<file path="src/rtl/four_phase_channel_arbiter.sv">
// four_phase_channel_arbiter
//   Shares one four-phase return-to-zero channel (rreq_o/reack_i) between two
//   four-phase requesters. All handshake inputs are synchronised. Requesters are
//   granted round-robin. The full RTZ sequence is relayed for the granted one.
//   A sticky flag reports a resource that stalls for TIMEOUT cycles.
// Ports
//   clk, rst        clock, async active-high reset
//   req0_i/ack0_o   requester 0 handshake (req async, ack registered)
//   req1_i/ack1_o   requester 1 handshake
//   rreq_o/reack_i  shared resource handshake (rreq registered, reack async)
//   busy_o          low exactly when the FSM is idle
//   gnt_id_o        current or last granted requester
//   err_o           sticky timeout flag, err_clr_i clears it (a set wins)

// Single-bit flop-chain synchroniser, one instance per asynchronous input.
module four_phase_channel_arbiter_sync #(
  parameter int STAGES = 2
) (
  input  logic clk,
  input  logic rst,
  input  logic d,
  output logic q
);
  logic [STAGES-1:0] r_chain;

  always_ff @(posedge clk or posedge rst) begin
    if (rst) r_chain <= '0;
    else     r_chain <= {r_chain[STAGES-2:0], d};
  end

  assign q = r_chain[STAGES-1];
endmodule

module four_phase_channel_arbiter #(
  parameter int SYNC_STAGES = 2,
  parameter int TIMEOUT_W   = 8,
  parameter int TIMEOUT     = 200
) (
  input  logic clk,
  input  logic rst,
  input  logic req0_i,
  input  logic req1_i,
  output logic ack0_o,
  output logic ack1_o,
  output logic rreq_o,
  input  logic reack_i,
  output logic busy_o,
  output logic gnt_id_o,
  output logic err_o,
  input  logic err_clr_i
);
  typedef enum logic [1:0] {S_IDLE, S_RREQ, S_ACKH, S_RREL} state_t;

  localparam logic [TIMEOUT_W-1:0] LP_TMO = TIMEOUT_W'(TIMEOUT);

  // Bit order: 0 = req0, 1 = req1, 2 = reack.
  logic [2:0] w_async;
  logic [2:0] w_sync;

  assign w_async = {reack_i, req1_i, req0_i};

  four_phase_channel_arbiter_sync #(.STAGES(SYNC_STAGES)) u_sync [2:0] (
    .clk (clk),
    .rst (rst),
    .d   (w_async),
    .q   (w_sync)
  );

  logic w_req0_s, w_req1_s, w_reack_s;
  assign w_req0_s  = w_sync[0];
  assign w_req1_s  = w_sync[1];
  assign w_reack_s = w_sync[2];

  state_t               r_state;
  logic                 r_last_gnt;
  logic                 r_gnt;
  logic                 r_ack0, r_ack1, r_rreq, r_busy, r_err;
  logic [TIMEOUT_W-1:0] r_cnt;

  logic                 w_req_gnt, w_winner, w_adv, w_wait, w_cnt_max, w_err_set;
  logic [TIMEOUT_W-1:0] w_cnt_inc;

  assign w_req_gnt = r_gnt ? w_req1_s : w_req0_s;

  // On a tie the requester that did not win last time goes next.
  assign w_winner = (w_req0_s && w_req1_s) ? ~r_last_gnt : w_req1_s;

  always_comb begin
    w_adv = 1'b0;
    case (r_state)
      S_IDLE:  w_adv = w_req0_s | w_req1_s;
      S_RREQ:  w_adv = w_reack_s;
      S_ACKH:  w_adv = ~w_req_gnt;
      S_RREL:  w_adv = ~w_reack_s;
      default: w_adv = 1'b1;
    endcase
  end

  // Only the two phases that wait on the resource are timed.
  assign w_wait    = ((r_state == S_RREQ) || (r_state == S_RREL)) && !w_adv;
  assign w_cnt_max = (r_cnt == '1);
  assign w_cnt_inc = r_cnt + 1'b1;
  // Fires once per wait, on the edge the counter becomes TIMEOUT.
  assign w_err_set = w_wait && !w_cnt_max && (w_cnt_inc == LP_TMO);

  always_ff @(posedge clk or posedge rst) begin
    if (rst) begin
      r_state    <= S_IDLE;
      r_last_gnt <= 1'b1;
      r_gnt      <= 1'b0;
      r_ack0     <= 1'b0;
      r_ack1     <= 1'b0;
      r_rreq     <= 1'b0;
      r_busy     <= 1'b0;
      r_err      <= 1'b0;
      r_cnt      <= '0;
    end else begin
      if (w_err_set)      r_err <= 1'b1;
      else if (err_clr_i) r_err <= 1'b0;

      if (w_adv)                     r_cnt <= '0;
      else if (w_wait && !w_cnt_max) r_cnt <= w_cnt_inc;

      case (r_state)
        S_IDLE: if (w_adv) begin
          r_state    <= S_RREQ;
          r_rreq     <= 1'b1;
          r_busy     <= 1'b1;
          r_gnt      <= w_winner;
          r_last_gnt <= w_winner;
        end
        S_RREQ: if (w_adv) begin
          r_state <= S_ACKH;
          r_ack0  <= ~r_gnt;
          r_ack1  <= r_gnt;
        end
        S_ACKH: if (w_adv) begin
          r_state <= S_RREL;
          r_rreq  <= 1'b0;
        end
        S_RREL: if (w_adv) begin
          r_state <= S_IDLE;
          r_ack0  <= 1'b0;
          r_ack1  <= 1'b0;
          r_busy  <= 1'b0;
        end
        default: r_state <= S_IDLE;
      endcase
    end
  end

  assign ack0_o   = r_ack0;
  assign ack1_o   = r_ack1;
  assign rreq_o   = r_rreq;
  assign busy_o   = r_busy;
  assign gnt_id_o = r_gnt;
  assign err_o    = r_err;
endmodule

</file>
<file path="config.mk">
export PLATFORM = sky130hd
export DESIGN_NAME = four_phase_channel_arbiter
export DESIGN_NICKNAME = d
export VERILOG_FILES = /design/src/rtl/four_phase_channel_arbiter.sv
export SDC_FILE = /design/constraint.sdc
export NUM_CORES = 1
export LEC_CHECK = 0
export ABC_CLOCK_PERIOD_IN_PS = 6150
export CAP_MARGIN = 20
export CELL_PAD_IN_SITES_DETAIL_PLACEMENT = 0
export CELL_PAD_IN_SITES_GLOBAL_PLACEMENT = 1
export CORE_MARGIN = 2
export CORE_UTILIZATION = 45
export CTS_BUF_LIST = sky130_fd_sc_hd__clkbuf_16
export DETAILED_ROUTE_END_ITERATION = 6
export HOLD_SLACK_MARGIN = 0.08
export PLACE_DENSITY_LB_ADDON = 0.1
export SLEW_MARGIN = 0
export SYNTH_ARGS = -nofsm -noshare
export SYNTH_HDL_FRONTEND = slang
export SYNTH_SLANG_ARGS = --single-unit
</file>
<file path="constraint.sdc">
create_clock -name clk -period 6.15 [get_ports clk]
set_clock_uncertainty 0.15 [all_clocks]
set_input_delay 1.23 -clock clk [delete_from_list [all_inputs] [get_ports clk]]
set_output_delay 1.23 -clock clk [all_outputs]
set_load 0.01 [all_outputs]
</file>
== Yosys cells after proc, flatten, opt, wreduce, memory -nomap -nowiden ==
Index checks and enable logic that the tools add are counted.
Operators by class
  add/sub/neg operators: 1
  equal/unequal tests: 9
  muxes and demuxes: 20
  bitwise logic cells: 5
  reductions and logical operators: 18
Operators with widths (number)
  == test 8 bit (second input constant): 2
  two-way mux 8 bit: 2
  nonzero test 2 bit: 5
  AND reduction 3 bit: 3
  adder 8 x 1 -> 8 bit (second input constant): 1
  two-way mux 1 bit: 8
  two-way mux 2 bit: 4
  != test 2 bit (second input constant): 4
  one-hot mux 1 bit (2 select lines): 4
  one-hot mux 2 bit (4 select lines): 1
  == test 2 bit (second input constant): 2
  logical AND 1 bit: 4
  inverter 1 bit: 4
  one-hot mux 1 bit (4 select lines): 1
  AND reduction 4 bit: 1
  == test 2 x 1 -> 1 bit (second input constant): 1
  logical NOT 1 bit: 2
  logical NOT 2 bit: 1
  AND reduction 2 bit: 1
  logical OR 1 bit: 1
  OR 1 bit: 1
Word-level totals
  bits in registers: 23
  input port bits: 6
  output and inout bits: 6
  word-level logic and storage cells: 65

== Logic depth before layout (Yosys ltp) ==
  word-level depth: 8
  depth in mapped cells: 8
  gate-level depth less buffers: 6

== By module ==
From an unflattened synthesis, not the netlist that was laid out.
Second synthesis, totals
  cells, all modules: 104
  area total of the unflattened synthesis: 1144.8 µm²
Modules (own cells, without submodules)
  four_phase_channel_arbiter: instances 1, cells each 95, area an instance 983.4 µm², seq. area each 426.7 µm²
  four_phase_channel_arbiter_sync: instances 3, cells each 3, area an instance 53.8 µm², seq. area each 50.0 µm²

== Worst setup path before layout ==
OpenSTA, ideal clock, no wires.
  kind: register -> register
  start: reg r_state[1]
  end: reg r_state[1]
  library setup time: 128 ps
  arrival: 1708 ps
  required time: 5872 ps
  slack: 4165 ps
  cell stages (with the launch flop): 8
  buffers on the path: 1
  period minus slack after synthesis: 1985 ps
  path through: dfrtp_1 -> inv_1 -> ha_1 -> buf_4 -> mux2_4 -> a211oi_4 -> o21ai_1 -> mux2_1
Between the ends
  longest elaborated chain between the ends: 4
  elaborated cells between the ends (all ways): 11
  those cells by class: 7 x eq/ne; 2 x mux; 2 x reduce/logical
RTL lines
  from (decl): RTL line 74  | state_t r_state;
  from (signal assigned): RTL line 108  | r_state <= S_IDLE;
  from (signal assigned): RTL line 126  | r_state <= S_RREQ;
  from (signal assigned): RTL line 133  | r_state <= S_ACKH;
  == test 2 bit, or another cell as far along: RTL line 90, 124
  one-hot mux 1 bit (4 select lines): RTL line 90  | case (r_state)
  != test 2 bit (no line)
  AND reduction 4 bit (no line)
Parallel ways exist; a longest one is shown, timed or not.
A chain may end at the register's enable or synchronous reset.

== Final worst setup path ==
  start: reg r_gnt, in the netlist gnt_id_o
  end: out gnt_id_o
RTL lines
  from (decl): RTL line 76  | logic r_gnt;
  from (signal assigned): RTL line 129  | r_gnt <= w_winner;
  to (decl): RTL line 48  | output logic gnt_id_o,
No word-level cell between the ends.

==> metrics.txt <==
reg-to-reg critical path startpoint r_state[1]$_DFFE_PP0P_; Mapped Nets 112; Pleak 0.579 nW; Root Driver clkbuf_16; Hold-fix buffers, CTS 0; Max IR drop VDD 0.401 mV; critical path capture point type output port; max_slew headroom 42.4%; fin util 55.0%; IO Pins 12; Hold Crit Endpoint u_sync[1].r_chain[1]$_DFF_PP0_; antenna violations before repair 0; layout cells sized above 1 7.21%; # resized after CTS 0; HPWL after DPL 1360 um; Die Area 0.00293 sq mm; CTS tree yes; Die Wd 54.1 um; CP Class reg2out; R2R setup slack 3.77 ns; die span in y 54.1 um; worst-margin pin slew 0.863 ns; Final Setup Violations 0; period utilization 42.7%; CP cell instances clkdlybuf4s50_1; Avg WL per Cell 13.5 um; Max FO, Critical Path 5; total track usage 17.1%; DRC Markers 0; number of global-route vias before repair 758; Critical Path Slowest Stage Cell clkdlybuf4s50_1; Finished Layout Cells 141; leading area contributor after synthesis dfrtp_1; antenna cell count 0; ys async rst share 100%; Most used DFF post-synth dfrtp_1; Clock Path Buffers 2; CORE AREA 0.00243 sq mm; Final Wtd Congestion 0.741; initial core utilization 46.5%; crit path DAT 1.24 ns; pin count of the biggest net entering global routing 24; Fin Hold WS 0.198 ns; Hold Crit Class reg2reg; syn_area_per_cell 11.3 sq um; synth warn 0; Min-Delay Path Depth 0; nature of the critical path startpoint register; CP peak stage delay 0.56 ns; FP Rows 18; RR Endpoint err_o$_DFFE_PP0P_; FF+latch count, synth 23; vias per cell 5.52; top cells by area, synth dfrtp_1 49%, ha_1 6.6%, nor2_1 4.3%; RSZ-0062 raised after global routing no; top-area cell type share of the netlist area 48.7%; Reg clk slew, reported paths 0.06 ns; final instance area 0.00134 sq mm; Post-Syn Area 0.00113 sq mm; worst setup margin 3.53 ns; synthesis-to-layout area growth 18.4%; total grt overflow 0; most instantiated cells after synthesis 22 x dfrtp_1, 13 x nor2_1, 6 x ha_1; final net count 124; Post-synth EDFFs 0; Post-DP Area 0.00126 sq mm; first-pass GRT wire length 3460 um; achievable clock frequency 381 MHz; reg2reg path depth 6; minimum clock period 2.62 ns; Netlist cell types 35; Placed Instances 137; Num Clock Sinks 23; post-synthesis sequential area ratio 51.0%; Pwr Total 0.609 mW; DR iter-0 viols 10; clock latency on the worst-skew pair 0.25 ns; setup TNS 0 ns; run status complete, no violations; Num CTS Buffers 3; most common cell in the synthesized netlist dfrtp_1; fin. max-slew vios 0; hold_sp u_sync[1].r_chain[0]$_DFF_PP0_; post-route ant nets 0; H-Tree Level Count 1; Buf/Inv on CP 1; Post-CTS Setup Bufs 0; router iterations before antenna repair 4; gate count of the mapped netlist 100; Max Cap Violations 0; routed vias 778; Critical Path RT 4.77 ns; post-placement setup slack 3.66 ns; final hold viol count 0; Top Family by Delay on Critical Path buffers and inverters; number of port buffers 11; final wirelength 1910 um; PD cells 455 mW/mm^2
==> layout by cell type, fill, tap and decap left out, drive strengths merged, types with 2 or more instances in the layout <==
cell type and instances:
dfrtp 22, nor2 13, clkdlybuf4s50 11, ha 6
o21ai 6, inv 5, mux2i 4, nor3 4
mux2 4, nand2 3, xor2 3, clkbuf 3
o2111a 2, nand3 2, o22ai 2, a2bb2oi 2
a32o 2, a211oi 2, nor3b 2
==> sequential cells by signal (all words and copies together) (netlist names) <==
register,count
err_o,1
r_last_gnt,1
gnt_id_o,1
ack0_o,1
r_state,2
rreq_o,1
r_cnt,8
busy_o,1
ack1_o,1
u_sync.r_chain,6
==> final cells by class <==
cell class / count / area, sq um
tap: 30 / 37.5
clock inverter: 1 / 7.51
clock buffer: 3 / 75.1
sequential: 23 / 577
fill: 235 / 1090
timing repair buffer: 11 / 110
multi-input combinational: 68 / 513
inverter: 5 / 18.8
==> where the power goes <==
group / internal, mW / switching [mW]
logic: 0.119 / 0.135
clock network: 0.0881 / 0.0528
registers: 0.187 / 0.0263
total: 0.395 / 0.214
==> worst max path at each step <==
| stage | startpoint | end | slack [ns] | cells past startpoint |
|---|---|---|---|---|
| 6_report | gnt_id_o$_DFFE_PP0P_ | gnt_id_o | 3.53 | 1 |
| 5_1_grt | gnt_id_o$_DFFE_PP0P_ | gnt_id_o | 3.49 | 1 |
| 4_1_cts | gnt_id_o$_DFFE_PP0P_ | gnt_id_o | 3.52 | 1 |
| 3_5_place_dp | rst | ack0_o$_DFFE_PP0P_ | 3.66 | 2 |
| 3_3_place_gp | rst | err_o$_DFFE_PP0P_ | 3.71 | 2 |
| 2_1_floorplan | r_state[1]$_DFFE_PP0P_ | r_state[1]$_DFFE_PP0P_ | 4.16 | 7 |
==> layer usage <==
layer / global-route usage (%) / vias up / share of wire [%] / wire length, um
li1: - / 382 / - / -
met1: 23.6 / 379 / 49 / 942
met2: 24.3 / 12 / 45 / 857
met3: 6.67 / 5 / 4.0 / 77
met4: 6.25 / 0 / 1.5 / 29
met5: 0 / - / 0 / 0
==> logic make-up after synthesis <==
kind of cell,count (synthesis),synth area share (%)
AOI/OAI and AO/OA,20,14.5
xor gates and xnor gates,4,3.10
adders and majority gates,6,6.64
buffers and inverters,9,3.65
DFF,23,51.0
muxes,8,7.85
and+or+nand+nor,30,13.3
(Power assumes the default switching activity.)
